## config.mk

```make
export PLATFORM = sky130hd
export DESIGN_NAME = avl_sram16_ctrl
export DESIGN_NICKNAME = d
export VERILOG_FILES = /design/src/rtl/avl_sram16_ctrl.sv
export SDC_FILE = /design/constraint.sdc
export NUM_CORES = 1
export LEC_CHECK = 0
export CAP_MARGIN = 20
export CORE_ASPECT_RATIO = 1.1
export CORE_UTILIZATION = 48
export DETAILED_ROUTE_END_ITERATION = 8
export PLACE_DENSITY_LB_ADDON = 0.25
export RECOVER_POWER = 25
export SYNTH_ARGS = -nofsm -noshare
export SYNTH_HDL_FRONTEND = slang
export SYNTH_SLANG_ARGS = --single-unit
export TNS_END_PERCENT = 30
```

## constraint.sdc

```tcl
create_clock -name clk -period 3.3 [get_ports clk]
set_input_delay 0.66 -clock clk [delete_from_list [all_inputs] [get_ports clk]]
set_output_delay 0.66 -clock clk [all_outputs]
set_load 0.005 [all_outputs]
```

## src/rtl/avl_sram16_ctrl.sv

```systemverilog
// avl_sram16_ctrl: Avalon-MM slave that serves each 32-bit access as up to two 16-bit async SRAM half-cycles.
// Optional macro SRAM_TURNAROUND_EN inserts a one-cycle TURN state (bus idle) between DONE and IDLE.
module avl_sram16_ctrl #(
  parameter int unsigned ADDR_WIDTH  = 32,
  parameter int unsigned DATA_WIDTH  = 32,
  parameter int unsigned SRAM_AW     = 18,
  parameter int unsigned WAIT_STATES = 2
) (
  input  logic                  clk,
  input  logic                  reset,
  input  logic [ADDR_WIDTH-1:0] address,
  input  logic [DATA_WIDTH-1:0] writedata,
  input  logic [3:0]            byteenable,
  input  logic                  read,
  input  logic                  write,
  output logic [DATA_WIDTH-1:0] readdata,
  output logic                  waitrequest,
  output logic [SRAM_AW-1:0]    sram_addr,
  output logic [15:0]           sram_dq_o,
  input  logic [15:0]           sram_dq_i,
  output logic                  sram_dq_oe,
  output logic                  sram_ce_n,
  output logic                  sram_oe_n,
  output logic                  sram_we_n,
  output logic                  sram_ub_n,
  output logic                  sram_lb_n
);

  localparam int unsigned CNT_W = 4;
  localparam int unsigned WA_W  = SRAM_AW - 1;

  if (DATA_WIDTH != 32) begin : g_bad_dw
    $error("avl_sram16_ctrl: DATA_WIDTH must be 32");
  end
  if (WAIT_STATES < 1 || WAIT_STATES > 15) begin : g_bad_ws
    $error("avl_sram16_ctrl: WAIT_STATES must be in 1..15");
  end

`ifdef SRAM_TURNAROUND_EN
  typedef enum logic [2:0] {S_IDLE = 3'd0, S_LO, S_HI, S_DONE, S_TURN} state_e;
`else
  typedef enum logic [1:0] {S_IDLE = 2'd0, S_LO, S_HI, S_DONE} state_e;
`endif

  state_e                state_q, state_d;
  logic [CNT_W-1:0]      cnt_q, cnt_d;
  logic [WA_W-1:0]       waddr_q, waddr_d;
  logic [DATA_WIDTH-1:0] wdata_q, wdata_d;
  logic [3:0]            be_q, be_d;
  logic                  wr_q, wr_d;
  logic [DATA_WIDTH-1:0] acc_q, acc_d;
  logic [DATA_WIDTH-1:0] rdata_q, rdata_d;

  logic last_cyc;
  logic hi_half;
  logic req;
  logic unused_addr_bits;

  assign last_cyc = (cnt_q == CNT_W'(WAIT_STATES));
  assign hi_half  = (state_q == S_HI);
  assign req      = read | write;
  assign readdata = rdata_q;
  // Byte-offset and above-SRAM address bits carry no meaning for a 16-bit device.
  assign unused_addr_bits = ^{address[ADDR_WIDTH-1:SRAM_AW+1], address[1:0]};

  // State register
  always_ff @(posedge clk or negedge reset) begin
    if (!reset) state_q <= S_IDLE;
    else        state_q <= state_d;
  end

  // Transaction datapath registers
  always_ff @(posedge clk or negedge reset) begin
    if (!reset) begin
      cnt_q   <= '0;
      waddr_q <= '0;
      wdata_q <= '0;
      be_q    <= '0;
      wr_q    <= 1'b0;
      acc_q   <= '0;
      rdata_q <= '0;
    end else begin
      cnt_q   <= cnt_d;
      waddr_q <= waddr_d;
      wdata_q <= wdata_d;
      be_q    <= be_d;
      wr_q    <= wr_d;
      acc_q   <= acc_d;
      rdata_q <= rdata_d;
    end
  end

  // Next-state and datapath update
  always_comb begin
    state_d = state_q;
    cnt_d   = cnt_q;
    waddr_d = waddr_q;
    wdata_d = wdata_q;
    be_d    = be_q;
    wr_d    = wr_q;
    acc_d   = acc_q;
    rdata_d = rdata_q;
    unique case (state_q)
      S_IDLE: begin
        if (req) begin
          waddr_d = address[SRAM_AW:2];
          wdata_d = writedata;
          be_d    = byteenable;
          wr_d    = write;
          cnt_d   = '0;
          if (!write) acc_d = '0;
          if (|byteenable[1:0])      state_d = S_LO;
          else if (|byteenable[3:2]) state_d = S_HI;
          else                       state_d = S_DONE;
        end
      end
      S_LO: begin
        if (last_cyc) begin
          if (!wr_q) acc_d[15:0] = sram_dq_i;
          cnt_d   = '0;
          state_d = (|be_q[3:2]) ? S_HI : S_DONE;
        end else begin
          cnt_d = cnt_q + CNT_W'(1);
        end
      end
      S_HI: begin
        if (last_cyc) begin
          if (!wr_q) acc_d[31:16] = sram_dq_i;
          cnt_d   = '0;
          state_d = S_DONE;
        end else begin
          cnt_d = cnt_q + CNT_W'(1);
        end
      end
`ifdef SRAM_TURNAROUND_EN
      S_DONE: state_d = S_TURN;
      S_TURN: state_d = S_IDLE;
`else
      S_DONE: state_d = S_IDLE;
`endif
      default: state_d = S_IDLE;
    endcase
    // Load readdata on entry to DONE so it is valid in the cycle waitrequest drops.
    if (state_d == S_DONE && !wr_d) rdata_d = acc_d;
  end

  // Avalon handshake and SRAM pin decode
  always_comb begin
    waitrequest = 1'b0;
    sram_addr   = '0;
    sram_dq_o   = '0;
    sram_dq_oe  = 1'b0;
    sram_ce_n   = 1'b1;
    sram_oe_n   = 1'b1;
    sram_we_n   = 1'b1;
    sram_ub_n   = 1'b1;
    sram_lb_n   = 1'b1;
    unique case (state_q)
      S_IDLE: waitrequest = req;
      S_LO, S_HI: begin
        waitrequest = 1'b1;
        sram_ce_n   = 1'b0;
        sram_addr   = {waddr_q, hi_half};
        sram_lb_n   = hi_half ? ~be_q[2] : ~be_q[0];
        sram_ub_n   = hi_half ? ~be_q[3] : ~be_q[1];
        if (wr_q) begin
          sram_dq_oe = 1'b1;
          sram_dq_o  = hi_half ? wdata_q[31:16] : wdata_q[15:0];
          // Release WE on the final cycle so address and data are held past the write edge.
          sram_we_n  = last_cyc;
        end else begin
          sram_oe_n = 1'b0;
        end
      end
`ifdef SRAM_TURNAROUND_EN
      S_TURN: waitrequest = req;
`endif
      default: waitrequest = 1'b0;
    endcase
  end

endmodule
```

# [Yosys cells after proc, flatten, opt, wreduce, memory -nomap -nowiden]
# Index checks and enable logic that the tools add are counted.
[word_totals] ramBits=0 elab_cells=65 latch_bits=0 n_memories=0 out_inout_bits=73 input_bits=88 regBits=124 mem_bits_ro=0
[op_classes] bitwise_logic=5 eq_ne=6 n_mul=0 muxes=35 n_lt_le_gt_ge=0 n_reduce_logical=10 div=0 shift=0 addsub=1
[op_table] operator="$mux W16" count=7
[op_table] operator="$mux W32" count=2
[op_table] operator="$pmux W16 S2" count=2
[op_table] operator="$mux W18" count=1
[op_table] operator="$mux W1" count=14
[op_table] operator="$mux W2" count=4
[op_table] operator="$mux W4" count=2
[op_table] operator="$pmux W2 S4" count=1
[op_table] operator="$pmux W4 S2" count=1
[op_table] operator="$reduce_or A2 Y1" count=4
[op_table] operator="$eq A2 B2 Y1 const B" count=3
[op_table] operator="$add A4 B1 Y4 const B" count=1
[op_table] operator="$eq A4 B2 Y1 const B" count=1
[op_table] operator="$not A1 Y1" count=4
[op_table] operator="$reduce_and A2 Y1" count=2
[op_table] operator="$eq A2 B1 Y1 const B" count=1
[op_table] operator="$logic_not A2 Y1" count=1
[op_table] operator="$ne A2 B2 Y1 const B" count=1
[op_table] operator="$pmux W1 S2" count=1
[op_table] operator="$reduce_bool A2 Y1" count=1
[op_table] operator="$logic_and A1 B1 Y1" count=1
[op_table] operator="$logic_not A1 Y1" count=1
[op_table] operator="$or A1 B1 Y1" count=1

# [Logic depth before layout (Yosys ltp)]
[logic_depth] ltp_word=7 depth_mapped=9 mapped_depth_nobuf=7

# [Least setup slack after synthesis]
# Ideal clock, no wire load.
[synth_path] kind="flip-flop to output port" startpoint="reg state_q[0]" endpoint="out sram_dq_o[10]" slack_ns=0.666 t_arrival_ns=1.974 required_time_ns=2.640 stages_incl_launch_ff=8 path_buffers=3 cell_sequence="dfrtp_1 -> inv_1 -> ha_1 -> clkbuf_1 -> buf_1 -> buf_2 -> mux2i_1 -> nor2_1"
[synth_via] elab_chain_len=4 elab_cells_between_ends=6 cone_classes="eq/ne (2); mux (3); reduce/logical (1)"
[synth_rtl] item="from (decl)" line="45" source="state_e state_q, state_d;"
[synth_rtl] item="from (signal assigned)" line="69" source="else state_q <= state_d;"
[synth_rtl] item="$eq A2 B2 Y1" line="60, 158"
[synth_rtl] item="$mux W16" line="168" source="sram_dq_o = hi_half ? wdata_q[31:16] : wdata_q[15:0];"
[synth_rtl] item="$mux W16" line="166" source="if (wr_q) begin"
[synth_rtl] item="$mux W16 *" line="158" source="unique case (state_q)"
[synth_rtl] item="to (decl)" line="19" source="output logic [15:0] sram_dq_o,"
# Every way passes the cells marked *; elsewhere a longest branch is shown, timed or not.

# [Final worst setup path]
[layout_path] startpoint="reg state_q[1]" endpoint="out sram_dq_o[2]"
# Same word-level chain as after synthesis.

==> metrics.txt <==
Slew Limit Fails 125; first-pass GRT wire length 19.85 mm; most common cell after layout, fill and taps aside clkdlybuf4s50_1; non-filler cells, final 725; number of I/O pins 161; layout cell share with drive strength beyond 1 28.17%; count of different cell masters after synthesis 35; status finished with violations; post_cts resized 0; clock buffer depth 2; Die Y 116.5 microns; first drt pass iteration count 4; final setup fails 0; number of buffers added on ports 145; GRT Resource Usage Total 21.15%; Crit Path Category reg2out; ANT nets after route 0; dpl cell area 0.007356 sq mm; Crit path max-delay family buffers and inverters; WP buf/inv 3; area of the multi-input gates 0.002484 sq mm; Pwr per Cell Area 930.4 mW/mm^2; row cnt 41; Clock transition at path regs 0.05 ns; GR Overflow Total 0; Core ar. 0.01154 sq mm; cell-by-cell trace of the critical path inv_1, ha_2, nand2_1, buf_4, nor2_1, clkdlybuf4s50_1; RePlAce Congestion 0.7594; H-tree lvl count 4; P&R area growth vs syn 38.20%; Fillers 861; setup_tns 0 ns; most frequent cells in the layout clkdlybuf4s50_1 (144), dfrtp_1 (124), mux2_2 (81), a22o_1 (31), mux2_4 (30); max incr delay on CP 0.52 ns; Post-CTS Hold Fix Bufs 0; Mapped Area 0.005722 sq mm; storage element area 0.003103 sq mm; critical path's slowest cell clkdlybuf4s50_1; Post-CTS Setup Repair Bufs 0; n_diodes 0; nets@finish 657; residual DRC count 0; total wire length 12.25 mm; crit path max fanout 17; largest net degree at the start of global routing 125; failing checks capacitance limit, slew limit; DR iter-0 viols 96; register bit total from synthesis 124; sequential share of the synthesized area 54.23%; nature of the critical path endpoint output pin; Final Cell Area 0.007908 sq mm; CTS tree done; Avg WL per Cell 16.89 microns; Via density 5.246; Starting Density 49.57%; cells after synthesis 415; P_leak 3.558 nW; Vias 3803; RSZ-0062 raised after global routing false; HP Class reg2reg; CTS Sinks 124; Syn. warnings 0; vias in the first global route 3912; Post-Syn Nets 510; Worst Setup Slack, final 0.2456 ns; initial antenna violation count 0; worst-margin pin slew 1.655 ns; DIE AREA 0.01236 sq mm; placed insts 693; slew margin rel. -10.34%; startpoint types flop; Post-Syn Area per Cell 13.79 sq um; Period minus WS final 3.054 ns; placed wire-length estimate 7.891 mm; Layout Skew 0.004493 ns; Critical Path RT 2.64 ns; Setup WS pre-CTS 0.3744 ns; CTS buffer count 17; Die X 106.1 microns; fmax 327.4 MHz; worst reg-to-reg setup slack 0.77 ns; Max Cap Viol 1; Root Buffer clkbuf_16; final hold violation count 0; clk_lat worst skew 0.41 ns; Worst Path Arrival 2.39 ns; VDD IR max 0.6139 mV; Tcrit/Tclk final 92.56%
-- registers in the layout, indices dropped and copies added, names as in the netlist --
register  count
readdata     32
acc_q        32
waddr_q      17
state_q       2
wr_q          1
wdata_q      32
be_q          4
cnt_q         4
-- worst paths after layout --
| check | from | end | cells past startpoint |
|---|---|---|---|
| min in group asynchronous | reset | acc_q[22] | 2 |
| worst min-delay path | waddr_q[12] | waddr_q[12] | 1 |
| worst max-delay path | state_q[1] | sram_dq_o[2] | 6 |
| worst max register to register | state_q[0] | readdata[0] | 8 |
| max in group asynchronous | reset | waddr_q[5] | 2 |
| worst min register to register | waddr_q[12] | waddr_q[12] | 1 |
-- power by group --
| group | internal [mW] | switching (mW) |
|---|---|---|
| combinational | 1.89 | 1.28 |
| sequential | 2.12 | 0.326 |
| clock | 1.09 | 0.645 |
| total | 5.10 | 2.26 |
-- worst reg2reg max path, delay by kind of cell, from the launching register on --
family / cells / cell delay [ns]
muxes: 1 / 0.38
buffers and inverters: 2 / 0.39
and+or+nand+nor: 2 / 0.64
adders and majority gates: 1 / 0.31
DFF: 1 / 0.44
AOI/OAI and AO/OA: 2 / 0.27
-- layout make-up --
class	instances	share of cell area (%)
clock buffers	26	6.693
inverters	8	0.3797
well taps	150	2.373
multi-input cells	257	31.41
clock inverters	6	0.4114
repair buffers	154	19.49
flip-flops and latches	124	39.24
-- metrics by stage --
stage | power (mW) | utilization [%] | hold WS, ns
5_1_grt | 7.798 | 68.51 | 0.5097
3_5_place_dp | 5.646 | 63.73 | 0.4862
2_1_floorplan | 4.306 | - | 0.3644
6_report | 7.357 | 68.51 | 0.4970
4_1_cts | 7.423 | 68.60 | 0.3825
3_3_place_gp | 5.534 | 63.73 | 0.4785
-- cell usage after synthesis (all sizes together) --
cell type / count / area [sq um]
nand3: 3 / 20.02
nand2: 9 / 33.78
a21oi: 3 / 15.01
buf: 11 / 71.32
a221o: 1 / 10.01
o22ai: 1 / 6.260
a32o: 1 / 10.01
clkbuf: 15 / 56.30
o2bb2ai: 1 / 15.01
ha: 7 / 87.58
mux2: 120 / 1464
a31o: 1 / 8.760
nor4: 1 / 6.260
o21ai: 8 / 40.03
and2: 17 / 106.4
a22oi: 1 / 7.510
nor2: 22 / 82.58
mux2i: 17 / 170.2
a22o: 31 / 271.5
nor3: 5 / 25.02
a2bb2oi: 1 / 8.760
inv: 8 / 30.03
nor3b: 1 / 12.51
dfrtp: 124 / 3103
a21o: 1 / 7.510
or3b: 2 / 20.02
a211oi: 1 / 20.02
nand2b: 2 / 12.51
-- per-layer routing --
metal | global-route usage, % | share of wire, % | up-vias
li1 | - | - | 1781
met1 | 26.15 | 44 | 1890
met2 | 32.73 | 46 | 117
met3 | 8.482 | 8.1 | 15
met4 | 9.722 | 1.8 | 0
met5 | 0 | 0 | -
-- kinds of logic after synthesis --
kind of cell / share of synthesized area (%)
AND/OR/NAND/NOR: 5.576
AO/OA/AOI/OAI: 7.347
multiplexers: 28.56
flip-flops: 54.23
adder cells (fa/ha/maj): 1.531
buffers and inverters: 2.755
Power figures use the tool's default switching activity.
==> edit (config.mk and constraints unchanged) <==
The parameter `SRAM_AW` goes from 18 to 9.
--- a/src/rtl/avl_sram16_ctrl.sv
+++ b/src/rtl/avl_sram16_ctrl.sv
@@ -4,5 +4,5 @@
   parameter int unsigned ADDR_WIDTH  = 32,
   parameter int unsigned DATA_WIDTH  = 32,
-  parameter int unsigned SRAM_AW     = 18,
+  parameter int unsigned SRAM_AW     = 9,
   parameter int unsigned WAIT_STATES = 2
 ) (
Interface: changed (resized sram_addr); port bits go from 161 to 152. The function was not compared with the original's and may differ.
==> edit against the unedited design <==
Highest routed layer unchanged. Sequential cell count fell by 9. Area after synthesis fell by 6.8%. Critical endpoint is now sram_dq_o[13]. Sequential share of layout area fell by 0.68 points. Via count fell by 5.3%. Power fell by 3.1%. Design area fell by 5.6%. Setup slack improved by 2.4 ps. Critical path depth did not move. Wire length fell by 1.8%. Sequential power fell by 8%. The run still ends with capacitance limit, slew limit left.
==> edit: results (changes against the unedited design) <==
Outcome
  – Result of the run: complete, but fails checks
  – Violations in the final reports: capacitance limit, slew limit

GRT
  – Met1 routing resource usage after global routing: 0.277 (+0.0155)
  – Global-route wire length before repair: 19,700 um (-0.80%)
  – Number of global-route vias before repair: 3,883 (-0.74%)
  – Maximum number of pins on one net before global-route repair: 78 (-38%)
  – GRT Overall Usage: 0.230 (+0.0181)
  – Met3 track utilization from global routing: 0.0847 (-0.000139)

Placement
  – Gpl congestion: 0.782 (+2.9%)
  – DP HPWL: 7840 um (-0.65%)
  – Instance area after placement: 6820 sq um (-7.3%)
  – Place WS: 415 ps (+40.4 ps)
  – Number of buffers inserted by port buffering: 127 (-12%)
  – Cell count after placement: 647 (-6.6%)

Route
  – DRC marker count from the first detailed-route iteration: 118 (+23%)
  – Total routed wirelength: 12,000 um (-1.8%)
  – Vias post-DR: 3,603 (-5.3%)
  – Detailed-routing iteration count for the pre-antenna-repair pass: 5 (+1)
  – Average detailed-routed wire length per instance: 17.7 um (+4.9%)

Pwr
  – Overall power of the completed layout: 7.13 mW (-3.1%)
  – Net switching power: 2.14 mW (-4.9%)
  – Worst supply voltage drop on vdd: 575 uV (-6.3%)
  – Leakage power of the design: 3.38 nW (-4.9%)

Worst hold path
  – Beginning of the worst hold path: waddr_q[5]

Logic synthesis
  – Multiplexer share of the synthesized area: 0.287 (+0.00190)
  – Post-synthesis sequential area ratio: 0.540 (-0.00253)
  – Total nets after synthesis: 481 (-5.7%)
  – List of most frequent post-synthesis cells: dfrtp_1 (115), mux2_2 (72), a22o_1 (31)
  – Synth area leaders: dfrtp_1 (54%), mux2_2 (15%), mux2_4 (8.4%)
  – Compound-Gate Fraction of Synth Area: 0.0789 (+0.00538)

Critical path
  – Largest fanout of any net on the critical path: 10 (-7)
  – Launch point of the worst reg-to-reg path: cnt_q[0]
  – End point of the critical path: sram_dq_o[13]
  – Launch point of the critical path: state_q[0]

STA
  – Max-slew violation count: 39 (-69%)
  – Worst hold slack: 499 ps (+2.18 ps)
  – Worst slew margin: -0.419 (-0.316)
  – Final critical delay including setup and external delays: 3050 ps (-2.43 ps)
  – Worst clock skew on the final layout: 5.46 ps (+0.963 ps)

Flow run
  – Max-cap violations: 1 (unchanged)

Layout
  – Number of nets in the final layout: 614 (-6.5%)
  – Layout cell share with drive strength beyond 1: 0.291 (+0.00961)
## edit: cell count changes after synthesis, sizes merged
cell / before / now
clkbuf: 15 / 13
mux2: 120 / 111
dfrtp: 124 / 115
and2: 17 / 8
## edit: power groups by stage
stage / registers (mW) / clock network [mW] / logic [mW]
CTS: 2.26 / 2.01 / 2.91
global placement: 2.24 / 0 / 2.80
floorplan: 2.19 / 0 / 1.77
detailed placement: 2.28 / 0 / 2.86
finish: 2.26 / 1.99 / 2.88
global route: 2.33 / 2.08 / 3.12
## edit: per-layer routing
layer / vias to the layer above / wire length [um]
li1: 1658 / -
met1: 1809 / 4990
met2: 111 / 5940
met3: 25 / 808
met4: 0 / 281
met5: - / 0
## edit: cell type report
class	instances	area, sq um
Inverter	8	30.0
Clock inverter	9	149
Multi-Input combinational cell	239	2330
Fill cell	803	3400
Tap cell	147	184
Timing Repair Buffer	138	1400
Clock buffer	23	498
Sequential cell	115	2880
